==> src/rtl/arb_pkg.sv <==
// Shared encodings for the instruction/data RAM port arbiter.
package arb_pkg;

    // Longest RAM read latency the 2-bit wait counter can cover.
    localparam int MEM_LAT_MAX = 4;

    typedef enum logic [1:0] {
        ST_IDLE  = 2'b00,
        ST_ISSUE = 2'b01,
        ST_WAIT  = 2'b10,
        ST_DONE  = 2'b11
    } state_t;

    typedef enum logic [1:0] {
        OWN_NONE = 2'b00,
        OWN_IF   = 2'b01,
        OWN_D    = 2'b10
    } owner_t;

endpackage

==> src/rtl/mem_port_arbiter.sv <==
// Two-port round-robin arbiter in front of a unified single-port synchronous
// RAM. The fetch port (IR load) and the data port (lw/sw) each hold req until
// their one-cycle ack; every access is issue -> wait latency -> capture -> ack.
module mem_port_arbiter
    import arb_pkg::*;
#(
    parameter int ADDR_W  = 8,
    parameter int DATA_W  = 32,
    parameter int MEM_LAT = 1
) (
    input  logic              clk,
    input  logic              rst_n,
    input  logic              if_req,
    input  logic [ADDR_W-1:0] if_addr,
    output logic [DATA_W-1:0] if_rdata,
    output logic              if_ack,
    input  logic              d_req,
    input  logic              d_we,
    input  logic [ADDR_W-1:0] d_addr,
    input  logic [DATA_W-1:0] d_wdata,
    output logic [DATA_W-1:0] d_rdata,
    output logic              d_ack,
    output logic              mem_en,
    output logic              mem_we,
    output logic [ADDR_W-1:0] mem_addr,
    output logic [DATA_W-1:0] mem_wdata,
    input  logic [DATA_W-1:0] mem_rdata,
    output logic [1:0]        owner,
    output logic              busy
);

    // The wait counter is two bits wide, so latencies beyond 4 cannot be timed.
    if (MEM_LAT < 1 || MEM_LAT > MEM_LAT_MAX) begin : g_bad_mem_lat
        $error("mem_port_arbiter: MEM_LAT must lie in 1..%0d", MEM_LAT_MAX);
    end

    localparam logic [1:0] CNT_INIT = 2'(MEM_LAT - 1);

    state_t     state;
    owner_t     owner_q;
    owner_t     last_grant;
    logic [1:0] cnt;
    logic       grant_d;

    // Data wins when it is the only requester, or on a conflict when fetch won last time.
    assign grant_d = d_req && (!if_req || (last_grant == OWN_IF));

    assign owner = owner_q;
    assign busy  = (state != ST_IDLE);

    // Access sequencer: grant, one-cycle RAM enable, latency wait, capture and ack.
    always_ff @(posedge clk or negedge rst_n) begin
        if (!rst_n) begin
            state      <= ST_IDLE;
            owner_q    <= OWN_NONE;
            last_grant <= OWN_D;  // first conflict after reset goes to fetch
            cnt        <= '0;
            mem_en     <= 1'b0;
            mem_we     <= 1'b0;
            mem_addr   <= '0;
            mem_wdata  <= '0;
            if_rdata   <= '0;
            d_rdata    <= '0;
            if_ack     <= 1'b0;
            d_ack      <= 1'b0;
        end else begin
            // NOTE: every state register here uses <= so all branches read the
            // pre-edge values (e.g. ISSUE tests the old mem_we while clearing it).
            unique case (state)
                ST_IDLE: begin
                    if (if_req || d_req) begin
                        mem_en <= 1'b1;
                        state  <= ST_ISSUE;
                        if (grant_d) begin
                            owner_q    <= OWN_D;
                            last_grant <= OWN_D;
                            mem_we     <= d_we;
                            mem_addr   <= d_addr;
                            mem_wdata  <= d_wdata;
                        end else begin
                            owner_q    <= OWN_IF;
                            last_grant <= OWN_IF;
                            mem_we     <= 1'b0;  // fetch is always a read
                            mem_addr   <= if_addr;
                            mem_wdata  <= '0;
                        end
                    end
                end
                ST_ISSUE: begin
                    mem_en <= 1'b0;
                    mem_we <= 1'b0;
                    if (mem_we) begin
                        // Stores complete as soon as the RAM has sampled them.
                        d_ack <= 1'b1;
                        state <= ST_DONE;
                    end else begin
                        cnt   <= CNT_INIT;
                        state <= ST_WAIT;
                    end
                end
                ST_WAIT: begin
                    if (cnt == 2'd0) begin
                        if (owner_q == OWN_D) begin
                            d_rdata <= mem_rdata;
                            d_ack   <= 1'b1;
                        end else begin
                            if_rdata <= mem_rdata;
                            if_ack   <= 1'b1;
                        end
                        state <= ST_DONE;
                    end else begin
                        cnt <= cnt - 2'd1;
                    end
                end
                ST_DONE: begin
                    if_ack  <= 1'b0;
                    d_ack   <= 1'b0;
                    owner_q <= OWN_NONE;
                    state   <= ST_IDLE;
                end
                default: state <= ST_IDLE;
            endcase
        end
    end

endmodule

==> config.mk <==
export PLATFORM = sky130hd
export DESIGN_NAME = mem_port_arbiter
export DESIGN_NICKNAME = d
export VERILOG_FILES = /design/src/rtl/arb_pkg.sv /design/src/rtl/mem_port_arbiter.sv
export SDC_FILE = /design/constraint.sdc
export NUM_CORES = 1
export LEC_CHECK = 0
export CAP_MARGIN = 20
export CORE_AREA = 5 5 143 90
export DETAILED_ROUTE_END_ITERATION = 12
export DIE_AREA = 0 0 148 95
export PLACE_DENSITY = 0.87
export SYNTH_ARGS = -nofsm -noshare
export SYNTH_HDL_FRONTEND = slang
export SYNTH_SLANG_ARGS = --single-unit
==> constraint.sdc <==
create_clock -name clk -period 2.3 [get_ports clk]
set_input_delay 0.46 -clock clk [delete_from_list [all_inputs] [get_ports clk]]
set_output_delay 0.46 -clock clk [all_outputs]
set_load 0.01 [all_outputs]
After elaboration in Yosys (flattened, before gate mapping)
Cells that the tools add are included.

Add/subtract/negate cells: 1. Equal/unequal tests: 12. Multiplexer cells: 24. Bitwise operators: 1. Reduce and logical (&&, ||, !) cells: 21.

Operators by type and width (count): 2-to-1 mux 32 bit (1); inequality test 2 bit, second input constant (7); 2-to-1 mux 2 bit (6); AND reduction 3 bit (4); nonzero test 2 bit (5); 2-to-1 mux 1 bit (9); 2-to-1 mux 8 bit (1); one-hot mux 2 bit (2 select lines) (2); one-hot mux 2 bit (4 select lines) (1); AND reduction 2 bit (4); == test 2 bit, second input constant (3); one-hot mux 1 bit (2 select lines) (3); == test 2 x 1 -> 1 bit, second input constant (2); zero test 2 bit (2); AND reduction 4 bit (1); one-hot mux 1 bit (3 select lines) (1); nonzero test 3 bit (1); logical OR 1 bit (2); subtractor 2 x 1 -> 2 bit, second input constant (1); logical AND 1 bit (1); zero test 1 bit (1); NOT 1 bit (1).

Register bits: 116. Input port bits: 85. Output and inout port bits: 111. Logic and storage cells: 71.

Longest topological paths before layout
Gate-level depths: netlist of run 1.

Depth in word-level cells: 6. Depth in mapped cells: 7. Mapped depth without buffers: 5.

Worst setup path before layout of run 1
OpenSTA, ideal clock, no wires.

Path type: register to register. Start point: reg state[0]. End point: reg if_rdata[0]. Setup time: 0.125 ns. Data arrival time: 1.561 ns. Data required time: 2.175 ns. Setup slack: 0.614 ns. Stages on the path, launching flop included: 8. Buffers on the path: 2. Period minus slack after synthesis: 1.686 ns. Cell sequence: dfrtp_1 inv_1 ha_1 buf_2 nand2_1 nor2_4 buf_4 mux2_2.

Longest elaborated chain between the ends: 2.

RTL lines: from (decl) (RTL line mem_port_arbiter.sv:39) `state_t state;`; from (signal assigned) (RTL line mem_port_arbiter.sv:54) `state <= ST_IDLE;`; from (signal assigned) (RTL line mem_port_arbiter.sv:73) `state <= ST_ISSUE;`; from (signal assigned) (RTL line mem_port_arbiter.sv:95) `state <= ST_DONE;`; == test 2 bit (RTL line mem_port_arbiter.sv:69) `unique case (state)`; AND reduction 3 bit (no line); to (signal assigned) (RTL line mem_port_arbiter.sv:107) `if_rdata <= mem_rdata;`; to (decl) (RTL line mem_port_arbiter.sv:15) `output logic [DATA_W-1:0] if_rdata,`.

Every way passes these cells. A chain may end at the register's enable or synchronous reset.

Final worst setup path of run 1
Start point: reg state[0]. End point: out busy.

Longest elaborated chain between the ends: 1.

RTL lines: nonzero test 2 bit (RTL line mem_port_arbiter.sv:49) `assign busy = (state != ST_IDLE);`; to (decl) (RTL line mem_port_arbiter.sv:29) `output logic busy`.

Every way passes these cells.

==> results of run 1 <==
cell families (layout without fill, tap and decap cells):
family	after synthesis	after routing	synth area share (%)
compound gates	59	59	10.8
buf+inv	30	247	3.88
simple gates	36	36	5.05
fa+ha+maj	6	6	1.56
mux	68	68	18.2
flops	116	116	60.5
cell type report:
type	instances	area (um^2)	area share (%)
Clock buffer	21	480	6.35
Clock inverter	9	151	2.00
Inverter	10	37.5	0.496
Multi-Input combinational cell	169	1720	22.7
Sequential cell	116	2900	38.4
Tap cell	148	185	2.45
Timing Repair Buffer	207	2090	27.6
power by group through the flow:
stage,Clock (uW),Combinational (uW),Sequential (uW)
after floorplan,0,2060,3980
after global placement,0,4880,3620
after detailed placement,0,5030,3660
after CTS,2840,5050,3670
after global routing,2940,5290,3790
final,2790,4970,3660
what timing repair did:
action	4_1_cts	5_1_grt
hold buffers	0	0
setup endpoints to repair	1	0
gates resized for setup	1	0
per-stage QoR:
step / utilization (%) / area (um^2) / worst slack [ns] / hold WS (ns) / cells
floorplan: - / 4800 / 0.614 / 0.164 / 315
global placement: 59.8 / 6930 / 0.319 / 0.452 / 650
detailed placement: 59.8 / 6930 / 0.229 / 0.462 / 650
CTS: 65.2 / 7560 / 0.108 / 0.0386 / 680
global route: 65.2 / 7560 / 0.0220 / 0.0660 / 680
finish: 65.2 / 7560 / 0.150 / 0.0354 / 680
metal layers:
metal | vias to the layer above | track usage [%] | wire length [um]
li1 | 1551 | - | -
met1 | 1733 | 23.1 | 5520
met2 | 174 | 28.8 | 5960
met3 | 20 | 7.34 | 1210
met4 | 0 | 6.38 | 159
met5 | - | 0 | 0
registers in the layout, summed over array words and instances, names as in the netlist:
| signal | count |
|---|---|
| mem_en | 1 |
| mem_addr | 8 |
| mem_we | 1 |
| cnt | 2 |
| last_grant | 2 |
| if_ack | 1 |
| mem_wdata | 32 |
| state | 2 |
| d_ack | 1 |
| if_rdata | 32 |
| owner | 2 |
| d_rdata | 32 |
layout by cell type, fill, tap and decap left out, types with 4 or more instances in the layout:
cell type          n
clkdlybuf4s50_1  193
dfrtp_1          115
mux2_2            33
a22o_1            32
mux2_4            30
clkbuf_16         17
and2_1            11
inv_1              9
buf_4              9
a221o_1            8
ha_1               6
nor2b_1            4
nor2_1             4
bufinv_16          4
clkbuf_8           4
buf_12             4
worst max-delay path by stage:
stage,from,to,slack [ns],depth (start not counted)
global route,state[0],busy,0.02,4
CTS,state[0],busy,0.11,4
detailed placement,if_req,mem_addr[2],0.23,5
global placement,if_req,mem_addr[2],0.32,5
floorplan,state[0],if_rdata[0],0.61,7
finish,state[0],busy,0.15,4
==> results.md, run 1 <==
* Number of buffers on the longest clock path at 2
* Period utilization at between 90 and 100%
* Pwr Total at ~11000 uW
* Via density at 5.11
* Buffers on Ports at roughly 200
* Rows at 31
* Slew Viols, Final at 0
* Gate Count Post-Synth at around 320
* Endpoints failing setup at 0
* DP Wirelength at about 9300 um
* Tmin final at roughly 2.2 ns
* Crit path buf inv count at 3
* Die Wd at ~150 um
* Register area share after synthesis at around three fifths
* Startpoint type of the worst setup path: flop
* Antenna cell count at 0
* Syn-to-layout area delta at 57.5%
* Post-synthesis sequential element count at between 100 and 150
* Mapped cell area at 4800 um^2
* Seq pwr share at 32.1%
* Hold Vio Cnt, Final at 0
* Antenna violations before repair at 0
* Nets at 612
* TritonCTS Buffers at 17
* Worst reg2reg path startpoint: state[0]
* R2r worst-path depth at 5
* Comb power frac at 43.5%
* CTS tree: built
* Leakage power at 0.00337 uW
* Worst path cell trace: inv_1, ha_1, inv_1, dlygate4sd2_1
* Most common library cells after synthesis: dfrtp_1, mux2_2, a22o_1, mux2_4, and2_1
* Setup tns final at 0 ns
* Synth top area share at between 50% and 60%
* Total Routing Usage GR at between 10% and 20%
* Number of synthesized flops with an enable pin at 0
* Iteration-0 DRC Markers at 86
* Tightest Pin Transition at a little under 0.5 ns
* Total gr overflow at 0
* Global-route wire length before repair at roughly 20000 um
* Die Y at around 95 um
* Detail Route Antenna Nets at 0
* Reg2Reg Setup Slack at 0.40 ns
* Synthesis warning total at 0
* RSZ-0062 raised after global routing: no
* MaxCap Viol Count at 0
* PD cells at ~1500 nW/um^2
* Critical Path Most Common Cell: inv_1
* Initial Util at 41.4%
* Synth area leader: dfrtp_1
* Residual DRC count at 0
* CP Max Fanout at 5
* Vias at 3478
* Largest delay contributor family on the critical path: buffers and inverters
* CP max stage cell: dfrtp_1
* Drt wl/cell at ~19 um
* H-tree lvl count at 4
* Vias in the first global route at approximately 3800
* Clk pwr share at between 20% and 30%
* Critical path arrival at 1.69 ns
* Int Pwr at about 8000 uW
* Num ports at about 200
* Switching pwr at 3400 uW
* Worst-path clk slew at ~0.05 ns
* Synth unique cells at 47
* Pin count of the biggest net entering global routing at between 50 and 60
* Critical path endpoint category: primary output
* Synthesized area per cell at 15.2 um^2
* Status: complete, no violations
* Syn Nets at slightly above 400
* Most common cell in the netlist: dfrtp_1
* Ys flop type: dfrtp_1
* Clk root buf: clkbuf_16
* First-pass iteration count of the detailed router at 5
* Worst-Skew Late Latency at about 0.39 ns
* Peak supply drop at 0.613 mV
* CP max stage delay at between 0.4 and 0.5 ns
* Top cells by area, synth: dfrtp_1, mux2_4, mux2_2, a22o_1, a221o_1
* Crit Path Category: reg -> out
* Post-synth ARST share at 100%
* WP data required at 1.84 ns
* Core Region at between 10000 and 15000 um^2
* Proportion of layout cells with a drive suffix above 1 at 21.8%
* Final wirelength at around 13000 um
* Fillers at between 800 and 900
* Clock sink count at 116
* R2R Path End: d_rdata[12]
* Total Die Area at 14100 um^2
* RD Place Congestion at between 0.8 and 0.9
* Worst Hold Class: in -> async
* Setup bufs post-CTS at 0
* Max-slew headroom at roughly two thirds
* Switching share of power at between 20 and 30%
* Achievable Freq at 465 MHz
* Worst-case clock skew at 0.00753 ns
Power figures use the tool's default switching activity.
==> run 2: changes to the inputs <==
==> constraint.sdc (replaced) <==
create_clock -name clk -period 2.1 [get_ports clk]
set_input_delay 0.42 -clock clk [delete_from_list [all_inputs] [get_ports clk]]
set_output_delay 0.42 -clock clk [all_outputs]
set_load 0.01 [all_outputs]
==> results.md, run 2 (same netlist as run 1, synthesis figures left out) <==
* MaxCap Viol Count at 0
* Antenna violations before repair at 0
* Worst reg2reg path startpoint: state[0]
* Total Routing Usage GR at a little under a fifth
* Period utilization at a little over 90%
* Syn-to-layout area delta at 56.5%
* Residual DRC count at 0
* Setup bufs post-CTS at 0
* Metal3 WL at approximately 1300 um
* RD Place Congestion at roughly 0.81
* Number of buffers on the longest clock path at 2
* Tightest Pin Transition at between 0.6 and 0.7 ns
* Regs by FF count: d_rdata (32), if_rdata (32), mem_wdata (32)
* Max-slew headroom at a little under 60%
* CP max stage delay at about 0.6 ns
* Pwr Total at roughly 12000 uW
* Num ports at 196
* Metal-1 WL at 5460 um
* Proportion of layout cells with a drive suffix above 1 at approximately 22%
* Leakage power at 0.00334 uW
* Via density at slightly above 5
* Setup tns final at 0 ns
* Crit. path cell count at 1
* Startpoint type of the worst setup path: flop
* Buffers on Ports at ~200
* Pin count of the biggest net entering global routing at approximately 120
* PD cells at roughly 1600 nW/um^2
* Vias in the first global route at 3820
* Die Y at 95 um
* Slew Viols, Final at 0
* Clock sink count at around 120
* Drt wl/cell at 18.8 um
* Nets at between 600 and 700
* Worst-case clock skew at between 0.009 and 0.01 ns
* Max layer used: met4
* Worst-Skew Late Latency at 0.40 ns
* Util after Layout at 64.8%
* Initial Util at between 40 and 50%
* Fin Hold WS at around 0.11 ns
* Vias at 3472
* CP max stage cell: clkdlybuf4s50_1
* Hold Vio Cnt, Final at 0
* Reg2Reg Setup Slack at around 0.32 ns
* Critical path arrival at 1.50 ns
* CTS tree: built
* Worst path cell trace: clkdlybuf4s50_1
* Crit Path Category: reg -> out
* Most common cell after layout, fill and taps aside: clkdlybuf4s50_1
* Critical path endpoint category: primary output
* TritonCTS Buffers at 17
* Clk root buf: clkbuf_16
* H-tree lvl count at 4
* Final wirelength at 12800 um
* Post-route insts no fill at between 600 and 700
* Detail Route Antenna Nets at 0
* R2r worst-path depth at 7
* Crit path buf inv count at 1
* Die Wd at approximately 150 um
* Status: complete, no violations
* Achievable Freq at about 520 MHz
* Global-route wire length before repair at slightly above 20000 um
* Worst-path clk slew at ~0.060 ns
* Antenna cell count at 0
* Peak supply drop at 0.708 mV
* Tmin final at between 1.5 and 2 ns
* First-pass iteration count of the detailed router at 4
* R2R Path End: mem_wdata[23]
* CP Max Fanout at 9
* Core Region at roughly 12000 um^2
* Total Die Area at around 14000 um^2
* Placed Cells incl. Taps at 649
* Largest delay contributor family on the critical path: buffers and inverters
* WL met2 at approximately 6000 um
* Iteration-0 DRC Markers at between 90 and 100
* DP Wirelength at approximately 9100 um
* RSZ-0062 raised after global routing: no
* Total gr overflow at 0
* WP data required at 1.68 ns
* Worst Hold Class: in -> async
* Endpoints failing setup at 0
* Rows at 31
* Commonest non-fill, non-tap cells in the layout: clkdlybuf4s50_1, dfrtp_1, mux2_2, a22o_1, mux2_4
## run 2: cell count changes in the layout (fill, tap and decap cells not counted), sizes merged
cell,change
clkbuf,-2
buf,-1
bufinv,-1
clkinvlp,+3
clkinv,+1
inv,+1
dlygate4sd2,-1
## run 2: routing by layer
metal  vias up  global-route usage, %
li1       1559                      -
met1      1734                   23.4
met2       164                   29.7
met3        15                   8.01
met4         0                   6.00
met5         -                      0
## run 2: how the worst max path moves through the flow
stage | startpoint | to | slack, ns
after floorplan | state[0] | if_rdata[0] | 0.41
after global placement | if_req | mem_wdata[22] | 0.26
after detailed placement | if_req | mem_wdata[12] | 0.16
after CTS | state[0] | busy | 0.04
after global routing | state[0] | busy | 0.11
final | mem_we | mem_we | 0.18
## run 2: per-stage QoR
step                      setup WS (ns)  instance area, um^2
after global routing              0.107                 7520
final                             0.183                 7520
after CTS                        0.0377                 7520
after global placement            0.262                 6930
after floorplan                   0.414                 4800
after detailed placement          0.157                 6930
## run 2: report_power, final
part	internal, uW	switching (uW)	leakage [uW]
Sequential	3320	680	0.00142
Clock	1880	1010	0.000284
Combinational	3380	2070	0.00164
Total	8590	3760	0.00334
## run 2: what timing repair did
action	CTS	global route
pin swaps	0	0
cloned	0	0
gates resized for setup	1	2
hold buffers	0	0
setup endpoints to repair	1	1
## run 2: area by class of cell
class	instances	area (um^2)
fillers	816	4080
flip-flops and latches	116	2900
repair buffers	206	2080
multi-input cells	169	1720
clock buffers	18	439
well taps	148	185
clock inverters	13	158
inverters	10	37.5
